--- src/rtl/pipelined_dadda_multiplier.sv ---
// ---------------------------------------------------------------------------
// pipelined_dadda_multiplier
//
// Three-stage WIDTH x WIDTH multiplier with a valid/ready stream interface.
//   S1: partial-product AND array, registered
//   S2: Dadda column reduction (heights 2,3,4,6,9,13,...) to two rows, registered
//   S3: carry-propagate add of the two rows, registered into product
//
// Build option: define DADDA_SIGNED_EN to add Baugh-Wooley signed
// multiplication, selected per operand pair by signed_mode. Without it,
// every operation is unsigned and signed_mode is ignored.
//
// Parameters
//   WIDTH        operand width, 4..16
// Ports
//   clock        rising-edge clock
//   reset        synchronous, active-high reset
//   A, B         operands (WIDTH bits)
//   signed_mode  1: operands are two's complement (only with DADDA_SIGNED_EN)
//   in_valid     operand pair valid
//   in_ready     block accepts an operand pair this cycle
//   product      full 2*WIDTH-bit result
//   out_valid    product valid
//   out_ready    consumer takes product this cycle
// ---------------------------------------------------------------------------
module pipelined_dadda_multiplier #(
   parameter int WIDTH = 4
) (
   input  logic                 clock,
   input  logic                 reset,
   input  logic [WIDTH-1:0]     A,
   input  logic [WIDTH-1:0]     B,
   input  logic                 signed_mode,
   input  logic                 in_valid,
   output logic                 in_ready,
   output logic [2*WIDTH-1:0]   product,
   output logic                 out_valid,
   input  logic                 out_ready
);

   localparam int W2   = 2 * WIDTH;
   // Tallest column is WIDTH bits; one spare bit keeps the shift-in pushes safe.
   localparam int MAXH = WIDTH + 1;

   // Dadda target heights: d(0)=2, d(s+1)=floor(1.5*d(s)).
   function automatic int dadda_height(input int s);
      int d;
      d = 2;
      for (int i = 0; i < s; i++) begin
         d = (d * 3) / 2;
      end
      return d;
   endfunction

   logic                w_advance;
   logic [WIDTH-1:0]    w_pp [WIDTH];
   logic [W2-1:0]       w_row0;
   logic [W2-1:0]       w_row1;

   logic                r_v1;
   logic                r_v2;
   logic [WIDTH-1:0]    r_pp [WIDTH];
   logic [W2-1:0]       r_row0;
   logic [W2-1:0]       r_row1;
   logic                w_corr;

   // The whole pipe moves as one; it only stalls when a finished result is
   // waiting on the consumer. in_ready is also held low while in reset.
   assign w_advance = !out_valid || out_ready;
   assign in_ready  = w_advance && !reset;

   // ------------------------------------------------------------------------
   // S1 partial products. Row i holds A & B[i], weight 2^i.
   // ------------------------------------------------------------------------
`ifdef DADDA_SIGNED_EN
   logic r_corr;

   // Baugh-Wooley: invert every term that has exactly one sign bit.
   localparam logic [WIDTH-1:0] MSB_ONLY = {1'b1, {(WIDTH-1){1'b0}}};

   for (genvar gi = 0; gi < WIDTH; gi++) begin : g_pp_row
      localparam logic [WIDTH-1:0] INV_MASK = (gi == WIDTH-1) ? ~MSB_ONLY : MSB_ONLY;
      assign w_pp[gi] = ({WIDTH{B[gi]}} & A) ^ ({WIDTH{signed_mode}} & INV_MASK);
   end

   assign w_corr = r_corr;
`else
   logic w_unused_signed_mode;
   assign w_unused_signed_mode = signed_mode;

   for (genvar gi = 0; gi < WIDTH; gi++) begin : g_pp_row
      assign w_pp[gi] = {WIDTH{B[gi]}} & A;
   end

   assign w_corr = 1'b0;
`endif

   // ------------------------------------------------------------------------
   // S2 Dadda reduction. Each column is a small bit bag: bits are pushed in
   // at the LSB and popped from the LSB, so the order inside a column is
   // irrelevant and unused positions stay zero.
   // ------------------------------------------------------------------------
   always_comb begin : dadda_reduce
      logic [MAXH-1:0] col [W2];
      logic [MAXH-1:0] nxt [W2];
      int              ht  [W2];
      int              nh  [W2];
      int              d;
      logic            x, y, z, sum, carry;

      x      = 1'b0;
      y      = 1'b0;
      z      = 1'b0;
      sum    = 1'b0;
      carry  = 1'b0;
      d      = 0;
      w_row0 = '0;
      w_row1 = '0;

      for (int c = 0; c < W2; c++) begin
         col[c] = '0;
         nxt[c] = '0;
         ht[c]  = 0;
         nh[c]  = 0;
      end

      for (int i = 0; i < WIDTH; i++) begin
         for (int j = 0; j < WIDTH; j++) begin
            col[i+j] = (col[i+j] << 1) | MAXH'(r_pp[i][j]);
            ht[i+j]  = ht[i+j] + 1;
         end
      end

      // Baugh-Wooley correction constants: +2^WIDTH and +2^(2*WIDTH-1).
      if (w_corr) begin
         col[WIDTH]  = (col[WIDTH] << 1) | MAXH'(1'b1);
         ht[WIDTH]   = ht[WIDTH] + 1;
         col[W2-1]   = (col[W2-1] << 1) | MAXH'(1'b1);
         ht[W2-1]    = ht[W2-1] + 1;
      end

      // Stages whose target is not below the current height are no-ops.
      for (int s = 6; s >= 0; s--) begin
         d = dadda_height(s);
         for (int c = 0; c < W2; c++) begin
            nxt[c] = '0;
            nh[c]  = 0;
         end
         for (int c = 0; c < W2; c++) begin
            // nh[c] already counts carries arriving from column c-1.
            for (int k = 0; k < MAXH; k++) begin
               if ((ht[c] + nh[c] > d) && (ht[c] >= 2)) begin
                  x = col[c][0];
                  y = col[c][1];
                  if ((ht[c] + nh[c] - d >= 2) && (ht[c] >= 3)) begin
                     z      = col[c][2];
                     col[c] = col[c] >> 3;
                     ht[c]  = ht[c] - 3;
                     sum    = x ^ y ^ z;
                     carry  = (x & y) | (x & z) | (y & z);
                  end else begin
                     col[c] = col[c] >> 2;
                     ht[c]  = ht[c] - 2;
                     sum    = x ^ y;
                     carry  = x & y;
                  end
                  nxt[c] = (nxt[c] << 1) | MAXH'(sum);
                  nh[c]  = nh[c] + 1;
                  // Carries out of the top column are beyond 2*WIDTH bits.
                  if (c < W2 - 1) begin
                     nxt[c+1] = (nxt[c+1] << 1) | MAXH'(carry);
                     nh[c+1]  = nh[c+1] + 1;
                  end
               end
            end
            for (int k = 0; k < MAXH; k++) begin
               if (ht[c] > 0) begin
                  nxt[c] = (nxt[c] << 1) | MAXH'(col[c][0]);
                  col[c] = col[c] >> 1;
                  ht[c]  = ht[c] - 1;
                  nh[c]  = nh[c] + 1;
               end
            end
         end
         for (int c = 0; c < W2; c++) begin
            col[c] = nxt[c];
            ht[c]  = nh[c];
         end
      end

      for (int c = 0; c < W2; c++) begin
         w_row0[c] = col[c][0];
         w_row1[c] = col[c][1];
      end
   end

   // ------------------------------------------------------------------------
   // Pipeline registers. Data registers load don't-care on idle cycles; only
   // the valid bits decide what is ever presented.
   // ------------------------------------------------------------------------
   always_ff @(posedge clock) begin
      if (reset) begin
         r_v1      <= 1'b0;
         r_v2      <= 1'b0;
         out_valid <= 1'b0;
         product   <= '0;
      end else if (w_advance) begin
         r_v1      <= in_valid;
         r_v2      <= r_v1;
         out_valid <= r_v2;
         product   <= r_row0 + r_row1;
      end
   end

   always_ff @(posedge clock) begin
      if (w_advance) begin
         r_pp   <= w_pp;
         r_row0 <= w_row0;
         r_row1 <= w_row1;
`ifdef DADDA_SIGNED_EN
         r_corr <= signed_mode;
`endif
      end
   end

endmodule

--- config.mk ---
export PLATFORM = sky130hd
export DESIGN_NAME = pipelined_dadda_multiplier
export DESIGN_NICKNAME = d
export VERILOG_FILES = /design/src/rtl/pipelined_dadda_multiplier.sv
export SDC_FILE = /design/constraint.sdc
export NUM_CORES = 1
export LEC_CHECK = 0
export BUFFER_PORTS_ARGS = -buffer_cell sky130_fd_sc_hd__buf_4
export CORE_ASPECT_RATIO = 0.8
export CORE_MARGIN = 5
export CORE_UTILIZATION = 40
export DETAILED_ROUTE_END_ITERATION = 10
export GPL_ROUTABILITY_DRIVEN = 0
export GPL_TIMING_DRIVEN = 1
export PLACE_DENSITY = 0.59
export SKIP_LAST_GASP = 1
export SLEW_MARGIN = 25
export SYNTH_ARGS = -nofsm -noshare
export SYNTH_HDL_FRONTEND = slang
export SYNTH_SLANG_ARGS = --single-unit
--- constraint.sdc ---
create_clock -name clock -period 1.5 [get_ports clock]
set_clock_uncertainty 0.05 [all_clocks]
set_input_delay 0.225 -clock clock [delete_from_list [all_inputs] [get_ports clock]]
set_output_delay 0.225 -clock clock [all_outputs]
set_load 0.01 [all_outputs]
==> run_results.csv <==
group,metric,value,unit
yosys,post_synth.cell_area_avg,12.78,um^2
worst_hold_path,worst_hold_path_type,"input pin to register",
route,remaining_drc_errors,0,
clock_tree,cts-htree-levels,2,
floorplanning,fp.dieW,82.90,um
timing,rsz0062_at_grt,"true",
yosys,yosys_most_used_dff,"edfxtp_1",
floorplanning,die_height,68.32,um
yosys,mappedNetlistArea,0.001700,mm^2
run_status,outcome,"finished, violations left",
yosys,postSynthRegisterBits,40,
pwr,power_leakage,0.9441,nW
worst_hold_path,timing.hold.worst.start,"in_valid",
critical_path,r2r_setup_slack,-0.15,ns
route,avgRoutedWirePerCell,12.36,um
clock_tree,clock_tree_from_tritoncts,"built",
placement,place.port_buffers,21,
timing,timing.final.crit_share,110.3,%
timing,timing.final.crit_period,1.654,ns
clock_tree,cts.sinks,40,
placement,place_inst,214,
yosys,async_reset_ff_share,0,%
global_route,first_pass_grt_wire_length,4.788,mm
yosys,yosysSeqAreaShare,64.16,%
route,via_count,1019,
critical_path,path_max_fanout,3,
clock_tree,path_clk_slew,0.08,ns
timing,worstMarginPinSlew,0.2276,ns
critical_path,cpMaxStageDelayCell,"edfxtp_1",
clock_tree,numCtsBuffers,5,
critical_path,timing.critical_path.arrival,1.81,ns
route,post_drt_via_cell_ratio,4.549,
cells_and_area,layout_common_cells,"edfxtp_1, buf_4, and2_1",
floorplanning,core,0.004151,mm^2
pwr,peakVddDrop,0.4547,mV
flow_run,drv_cap,0,
worst_hold_path,whs_path_depth,3,
global_route,global_route.overflow_total,0,
route,route.final.wire_length,2.768,mm
critical_path,crit_path_start_kind,"register",
floorplanning,initial_util,40.96,%
timing,setup_slack,-0.1545,ns
timing,worst_slew_margin_rel,84.66,%
cells_and_area,drive_gt1_share,29.94,%
yosys,synthCells,133,
global_route,gr_util_all_layers,10.92,%
route,drt_first_iter_violations,19,
yosys,mappedNetlistNets,159,
yosys,synth.yosys.warnings,0,
run_status,violations,"setup timing",
floorplanning,std_cell_rows,21,
route,firstDrtPassIters,4,
critical_path,crit_type,"register to register",
timing,setup_viol,4,
cells_and_area,most_frequent_standard_cell_in_the_layout_excluding_fill_and_tap_cells,"edfxtp_1",
clock_tree,clk_path_buf_depth,2,
cells_and_area,layout_cell_area_excl_fill,0.002168,mm^2
timing,drv_slew,0,
yosys,synth_enable_flop_cells,29,
critical_path,slowest_delay,0.34,ns
critical_path,crit_chain,"ha_2 > inv_1 > fa_2 > nand2b_4 > a21oi_2 > o21ai_2 > a211oi_2",
clock_tree,clkLatencyLatePin,0.29,ns
critical_path,rr_endpoint,"product[7]$_SDFFE_PP0N_",
pwr,powerDensity,1226,mW/mm^2
floorplanning,io_pins,23,
route,detail-route-antenna-nets,0,
cells_and_area,syn_to_final_growth,27.52,%
clock_tree,cts_hold_buf,0,
placement,post_dp_cell_area,0.002002,mm^2
cells_and_area,antenna_cells,0,
timing,timing_hold_violations_final,0,
cells_and_area,final_cell_count_no_fill,224,
critical_path,worst_r2r_path_depth,7,
floorplanning,die_area,0.005663,mm^2
critical_path,critical_path_required,1.66,ns
global_route,pin_count_of_the_biggest_net_entering_global_routing,40,
placement,post-dp-hpwl,1.988,mm
timing,fmax,604.4,MHz
critical_path,reg2reg_from,"r_row0[1]$_DFFE_PN_",
global_route,initial_antenna_violation_count,0,
critical_path,cp-end-kind,"register",
cells_and_area,final_core_density,52.23,%
clock_tree,cts_root_buffer,"clkbuf_8",
global_route,grt_pass1_vias,1079,
cells_and_area,final_nets,192,
worst_hold_path,hold-path-endpoint,"r_v1$_SDFFE_PP0N_",
yosys,yosys.cell_types.count,26,
[layout make-up]
| cell class | count | area (um^2) |
|---|---|---|
| tap | 57 | 71.32 |
| fill | 377 | 1983 |
| timing repair buffer | 29 | 230.2 |
| multi-input combinational | 76 | 611.8 |
| clock buffer | 5 | 68.82 |
| inverter | 14 | 52.55 |
| sequential | 40 | 1091 |
| clock inverter | 3 | 42.54 |
[worst max-delay path by stage]
stage / startpoint / end / slack [ns] / depth (start not counted)
after floorplan: r_row0[2]$_DFFE_PN_ / product[6]$_SDFFE_PP0N_ / -0.09 / 5
after global placement: r_row0[2]$_DFFE_PN_ / product[6]$_SDFFE_PP0N_ / -0.16 / 5
after detailed placement: r_row0[2]$_DFFE_PN_ / product[6]$_SDFFE_PP0N_ / -0.18 / 5
after CTS: r_row1[2]$_DFFE_PN_ / product[4]$_SDFFE_PP0N_ / -0.18 / 5
after global routing: r_row1[1]$_DFFE_PN_ / product[7]$_SDFFE_PP0N_ / -0.23 / 7
final: r_row0[1]$_DFFE_PN_ / product[7]$_SDFFE_PP0N_ / -0.15 / 7
[what timing repair did]
item / CTS / global route
endpoints found under the setup margin: 4 / 6
gates resized for setup: 2 / 5
buffers inserted: 1 / 1
pin swaps: 5 / 7
[critical path: cells and delay by family (launching register included)]
kind | cells | cell delay, ns
flip-flops | 1 | 0.34
AND/OR/NAND/NOR | 1 | 0.16
AO/OA/AOI/OAI | 3 | 0.46
adder cells (fa/ha/maj) | 2 | 0.51
buffers and inverters | 1 | 0.05
[routing by layer]
metal / vias to the layer above / global-route usage [%] / wire, um
met1: 470 / 12.39 / 1158
met2: 29 / 18.60 / 1386
met5: - / 0 / 0
met3: 4 / 4.332 / 195
li1: 516 / - / -
met4: 0 / 4.898 / 27
[cells in the mapped netlist (2+ instances only)]
| cell type | n | area share, % |
|---|---|---|
| nand2b_1 | 2 | 0.74 |
| dfxtp_1 | 11 | 13 |
| fa_1 | 4 | 4.7 |
| buf_2 | 2 | 0.59 |
| and2_1 | 16 | 5.9 |
| a211oi_1 | 3 | 1.3 |
| inv_1 | 13 | 2.9 |
| ha_1 | 9 | 6.6 |
| nand3_1 | 2 | 0.59 |
| nor2_1 | 10 | 2.2 |
| nand2_1 | 10 | 2.2 |
| a21oi_1 | 9 | 2.6 |
| edfxtp_1 | 29 | 51 |
[cell families after synthesis]
logic type,Yosys count,synth area share (%)
buffers and inverters,17,3.900
adder cells (fa/ha/maj),13,11.33
AO/OA/AOI/OAI,18,6.549
flip-flops,40,64.17
XOR/XNOR,1,0.5152
AND/OR/NAND/NOR,44,13.54
[sequential cells by signal (all words and copies together), names as in the netlist]
signal,count
dadda_reduce.col,1
out_valid,1
product,8
r_pp,15
r_row0,7
r_row1,6
r_v1,1
r_v2,1
[per-stage QoR]
step | power, mW | hold slack (ns) | setup TNS (ns) | setup slack [ns]
after floorplan | 1.620 | 0.2535 | -0.2246 | -0.08860
after global placement | 1.780 | 0.3551 | -0.5112 | -0.1612
after detailed placement | 1.795 | 0.3563 | -0.6150 | -0.1816
after CTS | 2.670 | 0.1312 | -0.5857 | -0.1834
after global routing | 2.801 | 0.1465 | -0.9118 | -0.2321
final | 2.659 | 0.1369 | -0.5069 | -0.1545
[power breakdown]
part / switching [mW] / total [mW] / internal [mW]
registers: 0.0483 / 1.35 / 1.31
logic: 0.215 / 0.449 / 0.234
clock network: 0.365 / 0.857 / 0.492
Power figures use the tool's default switching activity.
